===== config.mk =====
export PLATFORM = sky130hd
export DESIGN_NAME = pipe_ctrl
export DESIGN_NICKNAME = d
export VERILOG_FILES = /design/src/rtl/pipe_ctrl_pkg.sv /design/src/rtl/pipe_ctrl_sat_counter.sv /design/src/rtl/pipe_ctrl.sv
export SDC_FILE = /design/constraint.sdc
export NUM_CORES = 1
export LEC_CHECK = 0
export CAP_MARGIN = 10
export CELL_PAD_IN_SITES_DETAIL_PLACEMENT = 0
export CELL_PAD_IN_SITES_GLOBAL_PLACEMENT = 1
export CORE_MARGIN = 2
export CORE_UTILIZATION = 34
export CTS_CLUSTER_DIAMETER = 50
export DETAILED_ROUTE_END_ITERATION = 10
export MAX_ROUTING_LAYER = met4
export PLACE_DENSITY_LB_ADDON = 0.1
export SLEW_MARGIN = 0
export SYNTH_ARGS = -nofsm -noshare
export SYNTH_HDL_FRONTEND = slang
export SYNTH_SLANG_ARGS = --single-unit

===== constraint.sdc =====
create_clock -name clk -period 2.44 [get_ports clk]
set_input_delay 0.244 -clock clk [delete_from_list [all_inputs] [get_ports clk]]
set_output_delay 0.244 -clock clk [all_outputs]
set_load 0.01 [all_outputs]

===== src/rtl/pipe_ctrl_pkg.sv =====
// pipe_ctrl_pkg: state encodings and enable/flush bundles shared by the stall/flush sequencer.
`default_nettype none
package pipe_ctrl_pkg;

  typedef enum logic [1:0] {
    ST_RUN      = 2'd0,
    ST_MEM_WAIT = 2'd1,
    ST_MDU_WAIT = 2'd2
  } state_e;

  // Bit order: pc, if_id, id_ex, ex_mem, mem_wb
  typedef struct packed {
    logic pc;
    logic if_id;
    logic id_ex;
    logic ex_mem;
    logic mem_wb;
  } we_t;

  typedef struct packed {
    logic if_id;
    logic id_ex;
    logic ex_mem;
  } flush_t;

  localparam we_t WE_NONE  = 5'b00000;
  localparam we_t WE_ALL   = 5'b11111;
  localparam we_t WE_DRAIN = 5'b00011;  // front held, EX/MEM gets a bubble, older work retires
  localparam we_t WE_BUBBL = 5'b00111;  // front held, ID/EX gets a bubble

  function automatic logic is_load_use(
    input logic       mem_read,
    input logic [7:0] rd,
    input logic [7:0] rs,
    input logic [7:0] rt,
    input logic       uses_rt
  );
    return mem_read && (rd != 8'd0) && ((rd == rs) || (uses_rt && (rd == rt)));
  endfunction

endpackage
`default_nettype wire


===== src/rtl/pipe_ctrl_sat_counter.sv =====
// sat_counter: free-running event counter that sticks at all-ones instead of wrapping.
`default_nettype none
module sat_counter #(
  parameter int WIDTH = 16
) (
  input  logic             clk,
  input  logic             rst,
  input  logic             inc,
  output logic [WIDTH-1:0] count
);

  logic [WIDTH-1:0] count_q;
  logic [WIDTH-1:0] count_d;

  always_comb begin
    count_d = count_q;
    if (inc && (count_q != {WIDTH{1'b1}})) begin
      count_d = count_q + 1'b1;
    end
  end

  always_ff @(posedge clk) begin
    if (rst) begin
      count_q <= '0;
    end else begin
      count_q <= count_d;
    end
  end

  assign count = count_q;

endmodule
`default_nettype wire


===== src/rtl/pipe_ctrl.sv =====
// pipe_ctrl: 5-stage pipeline stall/flush sequencer (load-use, branch redirect, MDU occupancy,
// data-memory wait states) with saturating stall/flush performance counters.
`default_nettype none
module pipe_ctrl
  import pipe_ctrl_pkg::*;
#(
  parameter int REGADDR_WIDTH = 4,
  parameter int CNT_WIDTH     = 16
) (
  input  logic                     clk,
  input  logic                     rst,
  input  logic                     id_ex_mem_read,
  input  logic [REGADDR_WIDTH-1:0] id_ex_rd,
  input  logic [REGADDR_WIDTH-1:0] if_id_rs,
  input  logic [REGADDR_WIDTH-1:0] if_id_rt,
  input  logic                     if_id_uses_rt,
  input  logic                     ex_branch_taken,
  input  logic                     ex_mdu_start,
  input  logic                     mdu_done,
  input  logic                     mem_req,
  input  logic                     mem_ready,
  output logic                     pc_we,
  output logic                     if_id_we,
  output logic                     id_ex_we,
  output logic                     ex_mem_we,
  output logic                     mem_wb_we,
  output logic                     if_id_flush,
  output logic                     id_ex_flush,
  output logic                     ex_mem_flush,
  output logic [CNT_WIDTH-1:0]     stall_cnt,
  output logic [CNT_WIDTH-1:0]     flush_cnt,
  output logic                     busy
);

  state_e state_q, state_d;
  logic   done_pend_q, done_pend_d;
  logic   load_use, mem_stall, branch_evt;
  we_t    we;
  flush_t fl;

  assign load_use  = is_load_use(id_ex_mem_read, 8'(id_ex_rd), 8'(if_id_rs), 8'(if_id_rt),
                                 if_id_uses_rt);
  assign mem_stall = mem_req && !mem_ready;

  always_ff @(posedge clk) begin
    if (rst) begin
      state_q     <= ST_RUN;
      done_pend_q <= 1'b0;
    end else begin
      state_q     <= state_d;
      done_pend_q <= done_pend_d;
    end
  end

  always_comb begin
    state_d     = state_q;
    done_pend_d = done_pend_q;
    case (state_q)
      ST_MDU_WAIT: begin
        if (mem_stall) begin
          // A completion seen while frozen must survive until the freeze lifts.
          if (mdu_done) done_pend_d = 1'b1;
        end else if (mdu_done || done_pend_q) begin
          state_d     = ST_RUN;
          done_pend_d = 1'b0;
        end
      end
      default: begin
        if (mem_stall)         state_d = ST_MEM_WAIT;
        else if (ex_mdu_start) state_d = ST_MDU_WAIT;
        else                   state_d = ST_RUN;
      end
    endcase
  end

  always_comb begin
    we         = WE_NONE;
    fl         = '0;
    branch_evt = 1'b0;
    if (!rst && !mem_stall) begin
      case (state_q)
        ST_MDU_WAIT: begin
          if (mdu_done || done_pend_q) begin
            we = WE_ALL;
          end else begin
            we        = WE_DRAIN;
            fl.ex_mem = 1'b1;
          end
        end
        default: begin
          if (ex_mdu_start) begin
            we        = WE_DRAIN;
            fl.ex_mem = 1'b1;
          end else if (ex_branch_taken) begin
            // Any load-use now belongs to a wrong-path instruction being squashed.
            we         = WE_ALL;
            fl.if_id   = 1'b1;
            fl.id_ex   = 1'b1;
            branch_evt = 1'b1;
          end else if (load_use) begin
            we       = WE_BUBBL;
            fl.id_ex = 1'b1;
          end else begin
            we = WE_ALL;
          end
        end
      endcase
    end
  end

  assign pc_we        = we.pc;
  assign if_id_we     = we.if_id;
  assign id_ex_we     = we.id_ex;
  assign ex_mem_we    = we.ex_mem;
  assign mem_wb_we    = we.mem_wb;
  assign if_id_flush  = fl.if_id;
  assign id_ex_flush  = fl.id_ex;
  assign ex_mem_flush = fl.ex_mem;
  assign busy         = !rst && (state_q != ST_RUN);

  sat_counter #(.WIDTH(CNT_WIDTH)) u_stall_cnt (
    .clk   (clk),
    .rst   (rst),
    .inc   (!rst && !we.pc),
    .count (stall_cnt)
  );

  sat_counter #(.WIDTH(CNT_WIDTH)) u_flush_cnt (
    .clk   (clk),
    .rst   (rst),
    .inc   (branch_evt),
    .count (flush_cnt)
  );

endmodule
`default_nettype wire

Word level (Yosys, flattened, before mapping)
Cells that the tools add are included.
Widths: inputs -> output; s select.
- bits in registers: 35
- output and inout bits: 41
- $add $sub $neg: 2
- equal/unequal tests: 8
- muxes and demuxes: 26
- reductions and logical operators: 20
- operators by type and width (cell ; number):
    $add 16x1->16 const B ; 2
    $ne 16x16->1 const B ; 2
    $mux 5 ; 6
    $mux 2 ; 7
    $mux 1 ; 12
    $logic_and 1x1->1 ; 9
    $eq 4x4->1 ; 2
    $ne 2x2->1 const B ; 3
    $logic_not 1->1 ; 4
    $reduce_bool 2->1 ; 2
    $reduce_bool 4->1 ; 1
    $mux 3 ; 1
    $reduce_and 3->1 ; 1
    $eq 2x2->1 const B ; 1
    $logic_or 1x1->1 ; 2
    $reduce_and 2->1 ; 1

Logic depth before layout (Yosys ltp)
- depth after elaboration: 12
- depth in mapped cells: 8

By module
A second synthesis with hierarchy kept.
- cell total of the unflattened synthesis: 250
- area, all modules: 2129.5 µm²
- by module, submodules not included (module ; times used ; cells an instance ; area an instance (µm²) ; seq. area each (µm²)):
    sat_counter ; 2 ; 99 ; 848.3 ; 320.3
    pipe_ctrl ; 1 ; 52 ; 432.9 ; 60.1

Worst setup path after synthesis
OpenSTA, ideal clock, no wires.
- path kind: register -> register
- from: reg u_stall_cnt.count_q[0], in the netlist u_stall_cnt.count[0]
- to: reg u_stall_cnt.count_q[13], in the netlist u_stall_cnt.count[13]
- library setup time: 70 ps
- data arrival time: 2031 ps
- required time: 2370 ps
- setup slack: 339 ps
- cell stages (with the launch flop): 9
- buffers on the path: 1
- cells stage by stage: dfxtp_1 > ha_1 > and2_1 > nand4_4 > nor2_2 > or3b_1 > clkbuf_1 > or4_1 > a21oi_1
- longest elaborated chain between the ends: 2
- elaborated cells between the ends (all ways): 3
- those cells by class: add/sub (1); eq/ne (1); reduce/logical (1)
- RTL lines (element ; RTL line ; source):
    start, declared ; pipe_ctrl_sat_counter.sv:12 ; logic [WIDTH-1:0] count_q;
    start signal, assigned ; pipe_ctrl_sat_counter.sv:26 ; count_q <= count_d;
    parallel branches: the longest is 2 deep, another holds $add 16x1->16 ; -- ;
Several ways; the timed one is not identified.
A chain may end at the register's enable or synchronous reset.

Final worst setup path
- from: in id_ex_rd[2]
- to: reg u_stall_cnt.count_q[15], in the netlist u_stall_cnt.count[15]
- longest elaborated chain between the ends: 12
- elaborated cells between the ends (all ways): 15
- those cells by class: eq/ne (2); mux (5); reduce/logical (8)
- RTL lines (element ; RTL line ; source):
    start, declared ; pipe_ctrl.sv:13 ; input logic [REGADDR_WIDTH-1:0] id_ex_rd,
    $eq 4x4->1 ; pipe_ctrl_pkg.sv:38 ; return mem_read && (rd != 8'd0) && ((rd == rs) || (uses_rt && (rd == rt)));
    $logic_and 1x1->1 ; pipe_ctrl_pkg.sv:38 ;
    $logic_or 1x1->1 ; pipe_ctrl_pkg.sv:38 ;
    $logic_and 1x1->1 (*) ; pipe_ctrl_pkg.sv:38 ;
    $mux 5 (*) ; pipe_ctrl.sv:100 ; end else if (load_use) begin
    $mux 5 (*) ; pipe_ctrl.sv:94 ; end else if (ex_branch_taken) begin
    $mux 5 (*) ; pipe_ctrl.sv:91 ; if (ex_mdu_start) begin
    $mux 5 (*) ; pipe_ctrl.sv:81 ; case (state_q)
    $mux 5 (*) ; pipe_ctrl.sv:80 ; if (!rst && !mem_stall) begin
    $logic_not 1->1 (*) ; pipe_ctrl.sv:124 ; .inc (!rst && !we.pc),
    $logic_and 1x1->1 (*) ; pipe_ctrl.sv:124 ;
    $logic_and 1x1->1 (*) ; pipe_ctrl_sat_counter.sv:17 ; if (inc && (count_q != {WIDTH{1'b1}})) begin
Every way passes the cells marked *; elsewhere a longest branch is shown, timed or not.

==> impl_summary.md <==
Logic synthesis
The synthesized netlist devotes 6.667% of its cell area to XOR and XNOR gates. After synthesis, the largest family of logic cells by area is simple AND/OR/NAND/NOR gates. The number of enable-type register cells in the synthesized netlist is 0. After synthesis the cells add up to 0.001971 mm^2.

After synthesis, the netlist uses 48 different library cells. In the synthesized netlist, the number of instances is 234. The post-synthesis sequential area ratio is 35.56%. The top cell type's share of synthesized area is 35.56%. The number of synthesized register bits is 35. The count of synthesis-stage warnings from yosys is 0. The fraction of the mapped netlist area in compound gates is 15.17%. Yosys attributes the largest share of cell area to dfxtp_1 36%, xnor2_1 5.8%, a21oi_1 5.3%.

The largest total area in the synthesized netlist belongs to dfxtp_1. When the netlist entered floorplanning its net count stood at 257. The async set-reset flop share out of synthesis is 0%. The synthesized netlist devotes 34.86% of its cell area to simple gates. In the synthesized netlist the dominant register cell turns out to be dfxtp_1. The mux share of post-synthesis cell area is 1.651%. The synthesized netlist devotes 1.270% of its cell area to adder and majority cells. The average cell area after synthesis is 8.422 um^2.

Timing
For the pin with the worst max-slew slack, the measured transition is 0.4430 ns. The count of final max-slew check failures came to 0. The worst setup margin is 0.1297 ns. The hold violation total from the final report is 0. Setup violations remaining at the end of the flow were counted as 0.

Headroom to the max-slew limit came out at 70.41%. Across the routed clock network, the largest skew measured is 0.01012 ns. Setup repair after global routing left no endpoint under its margin. The clock period minus worst slack is 2.310 ns.

The final critical path takes up 94.69% of the cycle. The maximum clock frequency is 0.4328 GHz.

Clocking
The deepest clock path buffer count is 2. The buffer type at the clock tree root is clkbuf_8. The CTS sink count is 35. The H-tree was split into 2 levels.

The number of CTS-inserted buffers is 5. The clock slew seen by the registers of the worst setup and hold paths is 0.07 ns. TritonCTS built the clock tree. The clock latency on the worst-skew pair is 0.28 ns.

Setup path
STA classifies the critical path endpoint as a flop. Data on the critical path is required at its endpoint by 2.62 ns. The worst register-to-register path ends at u_stall_cnt.count[13]. The type of the worst setup path is primary input to flop. The highest fanout seen on the critical path is 12. The launch point of the worst reg-to-reg path is u_stall_cnt.count[0]. Data on the critical path arrives at its endpoint at 2.49 ns.

For flop-to-flop paths, the worst setup slack is 0.22 ns. The type of origin of the critical path is a primary input. The worst reg2reg path depth is 7.

Final layout
The number of antenna diodes in the final layout is 0. The layout filler cell count is 542. The library cells used most frequently in the layout, excluding fill and tap cells, are 57 x clkdlybuf4s50_1, 35 x dfxtp_1, 21 x a21oi_1, 20 x buf_4, 19 x nor2_1.

The relative area change from synthesis to final layout is 46.67%. The commonest non-fill, non-tap cell in the layout is clkdlybuf4s50_1. In the final layout, the share of cells above drive strength 1 is 13.50%. The fraction of the core area covered by cells at the end of the flow is 52.17%.

The count of nets after finishing is 333.

Pwr
In this run the static leakage power is 1.005 nW. Net switching is 23.91% of the power. The design draws 1.307 mW.

The peak supply drop is 0.2696 mV. The relative contribution of the clock network to total power is 39.9%. The combinational share of power is 14.8%. The internal power of the cells totals 994.4 uW. The sequential group share of total power is 45.3%. Power spread over the standard cell area amounts to 452.2 mW/mm^2.

Summed over all nets, the switching power comes to 312.5 uW.

Detailed routing
The number of nets with antenna violations after detailed routing is 0. In the routed layout, each cell is associated on average with a via count of 5.102. The routed length per placed instance is 13.31 um. The wire length after detailed routing is 5099 um. The routed layout has 1954 vias. After the first detailed-routing iteration, the DRC count stood at 74. The first detailed-routing pass took 4 iterations. The post-detailed-route DRC marker count is 0.

GRT
Global routing finished with a remaining overflow of 0. The number of global-route vias before repair is 1862. In the global route stage, overall resource usage came out at 17.01%. The number of antenna violations at the first check in global routing came to 0. Entering global routing, the biggest net connects 25 pins.

The global-route wire length before repair is 8521 um.

Floorplanning
The floorplan has 27 rows. The initial core utilization is 35.57%. The width of the chip is 80.13 um. The die height is 80.13 um.

The top-level I/O count is 62. The standard cell core area is 0.005540 mm^2. The area of the die is 0.006421 mm^2.

Flow run
The count of max-cap constraint violations is 0.

Run status
The run finished with clean final reports.

Min path
The hold-critical path endpoint is u_stall_cnt.count[14]. The worst hold-check path type is flop to flop. The startpoint identified for the worst hold timing path is u_stall_cnt.count[14]. The worst hold path was traced through 2 stages.

Placed design
The port buffer count is 61. The congestion estimate from routability-driven global placement came to 0.7384. The wire-length estimate of the detail-placed layout is 3756 um.

Prior to clock tree synthesis, the placed netlist has a worst setup slack of -0.1273 ns.
==> worst max-delay path, cell delays in order <==
cell	delay, ns
clkdlybuf4s50_1	0.52
inv_1	0.05
a222oi_1	0.29
nand3b_1	0.15
buf_4	0.16
o21ba_4	0.24
buf_4	0.17
nor4_1	0.30
mux2_2	0.36
==> Yosys cell counts (3+ instances only) <==
| library cell | n |
|---|---|
| nand3_1 | 13 |
| nor2b_1 | 4 |
| dfxtp_1 | 35 |
| or3_1 | 11 |
| and2_1 | 3 |
| nor4_1 | 3 |
| nand2_1 | 13 |
| xnor2_1 | 13 |
| a21oi_1 | 21 |
| nor3_1 | 11 |
| clkbuf_1 | 7 |
| inv_1 | 8 |
| buf_4 | 3 |
| or4_1 | 7 |
| nand4_1 | 8 |
| nor2_1 | 19 |
| o31ai_1 | 8 |
| o21ai_0 | 9 |
==> timing repair <==
item / in CTS / in global routing
setup endpoints to repair: 2 / 2
buffers inserted: 0 / 2
pin swaps: 0 / 2
gates resized for setup: 4 / 2
hold buffers: 0 / 0
==> state kept, by name, summed over array words and instances (netlist names) <==
register	cells
u_flush_cnt.count	16
u_stall_cnt.count	16
state_q	2
done_pend_q	1
==> power groups by stage <==
stage	registers [mW]	logic (mW)	clock network [mW]
finish	0.592	0.193	0.522
global route	0.593	0.209	0.575
CTS	0.592	0.194	0.545
detailed placement	0.605	0.190	0
global placement	0.605	0.188	0
floorplan	0.605	0.0866	0
==> routing by layer <==
layer | routed length, um | track usage, % | vias to the layer above
li1 | - | - | 1009
met1 | 2502 | 21.58 | 896
met2 | 2372 | 27.92 | 45
met3 | 192 | 3.483 | 4
met4 | 31 | 4.068 | 0
met5 | 0 | - | -
==> cells by family (layout without fill, tap and decap cells) <==
kind of cell | Yosys count | count (layout)
compound gates | 47 | 47
xor+xnor | 15 | 15
fa+ha+maj | 2 | 2
buf+inv | 20 | 97
flops | 35 | 35
mux | 3 | 3
simple gates | 112 | 112
==> cell type report <==
type,instances,area (um^2),share of cell area [%]
Multi-Input combinational cell,179,1194,41.30
Clock inverter,3,43.79,1.515
Timing Repair Buffer,81,763.2,26.41
Inverter,8,30.03,1.039
Clock buffer,5,68.82,2.381
Tap cell,72,90.09,3.117
Sequential cell,35,700.7,24.24
==> stage by stage <==
step / cells / area, um^2 / hold WS, ns / TNS (ns)
6_report: 383 / 2890 / 0.4952 / 0
5_1_grt: 383 / 2890 / 0.5176 / 0
4_1_cts: 381 / 2870 / 0.4992 / 0
3_5_place_dp: 373 / 2741 / 0.4839 / -0.3692
3_3_place_gp: 373 / 2741 / 0.4830 / -0.2774
2_1_floorplan: 234 / 1971 / 0.4315 / 0
==> how the worst max path moves through the flow <==
stage,depth (start not counted),from,end
CTS,6,mem_ready,id_ex_flush
global placement,6,mem_ready,pc_we
global route,9,id_ex_rd[2],u_stall_cnt.count[15]
floorplan,8,u_stall_cnt.count[0],u_stall_cnt.count[13]
detailed placement,6,mdu_done,if_id_we
finish,9,id_ex_rd[2],u_stall_cnt.count[15]
(Power assumes the default switching activity.)
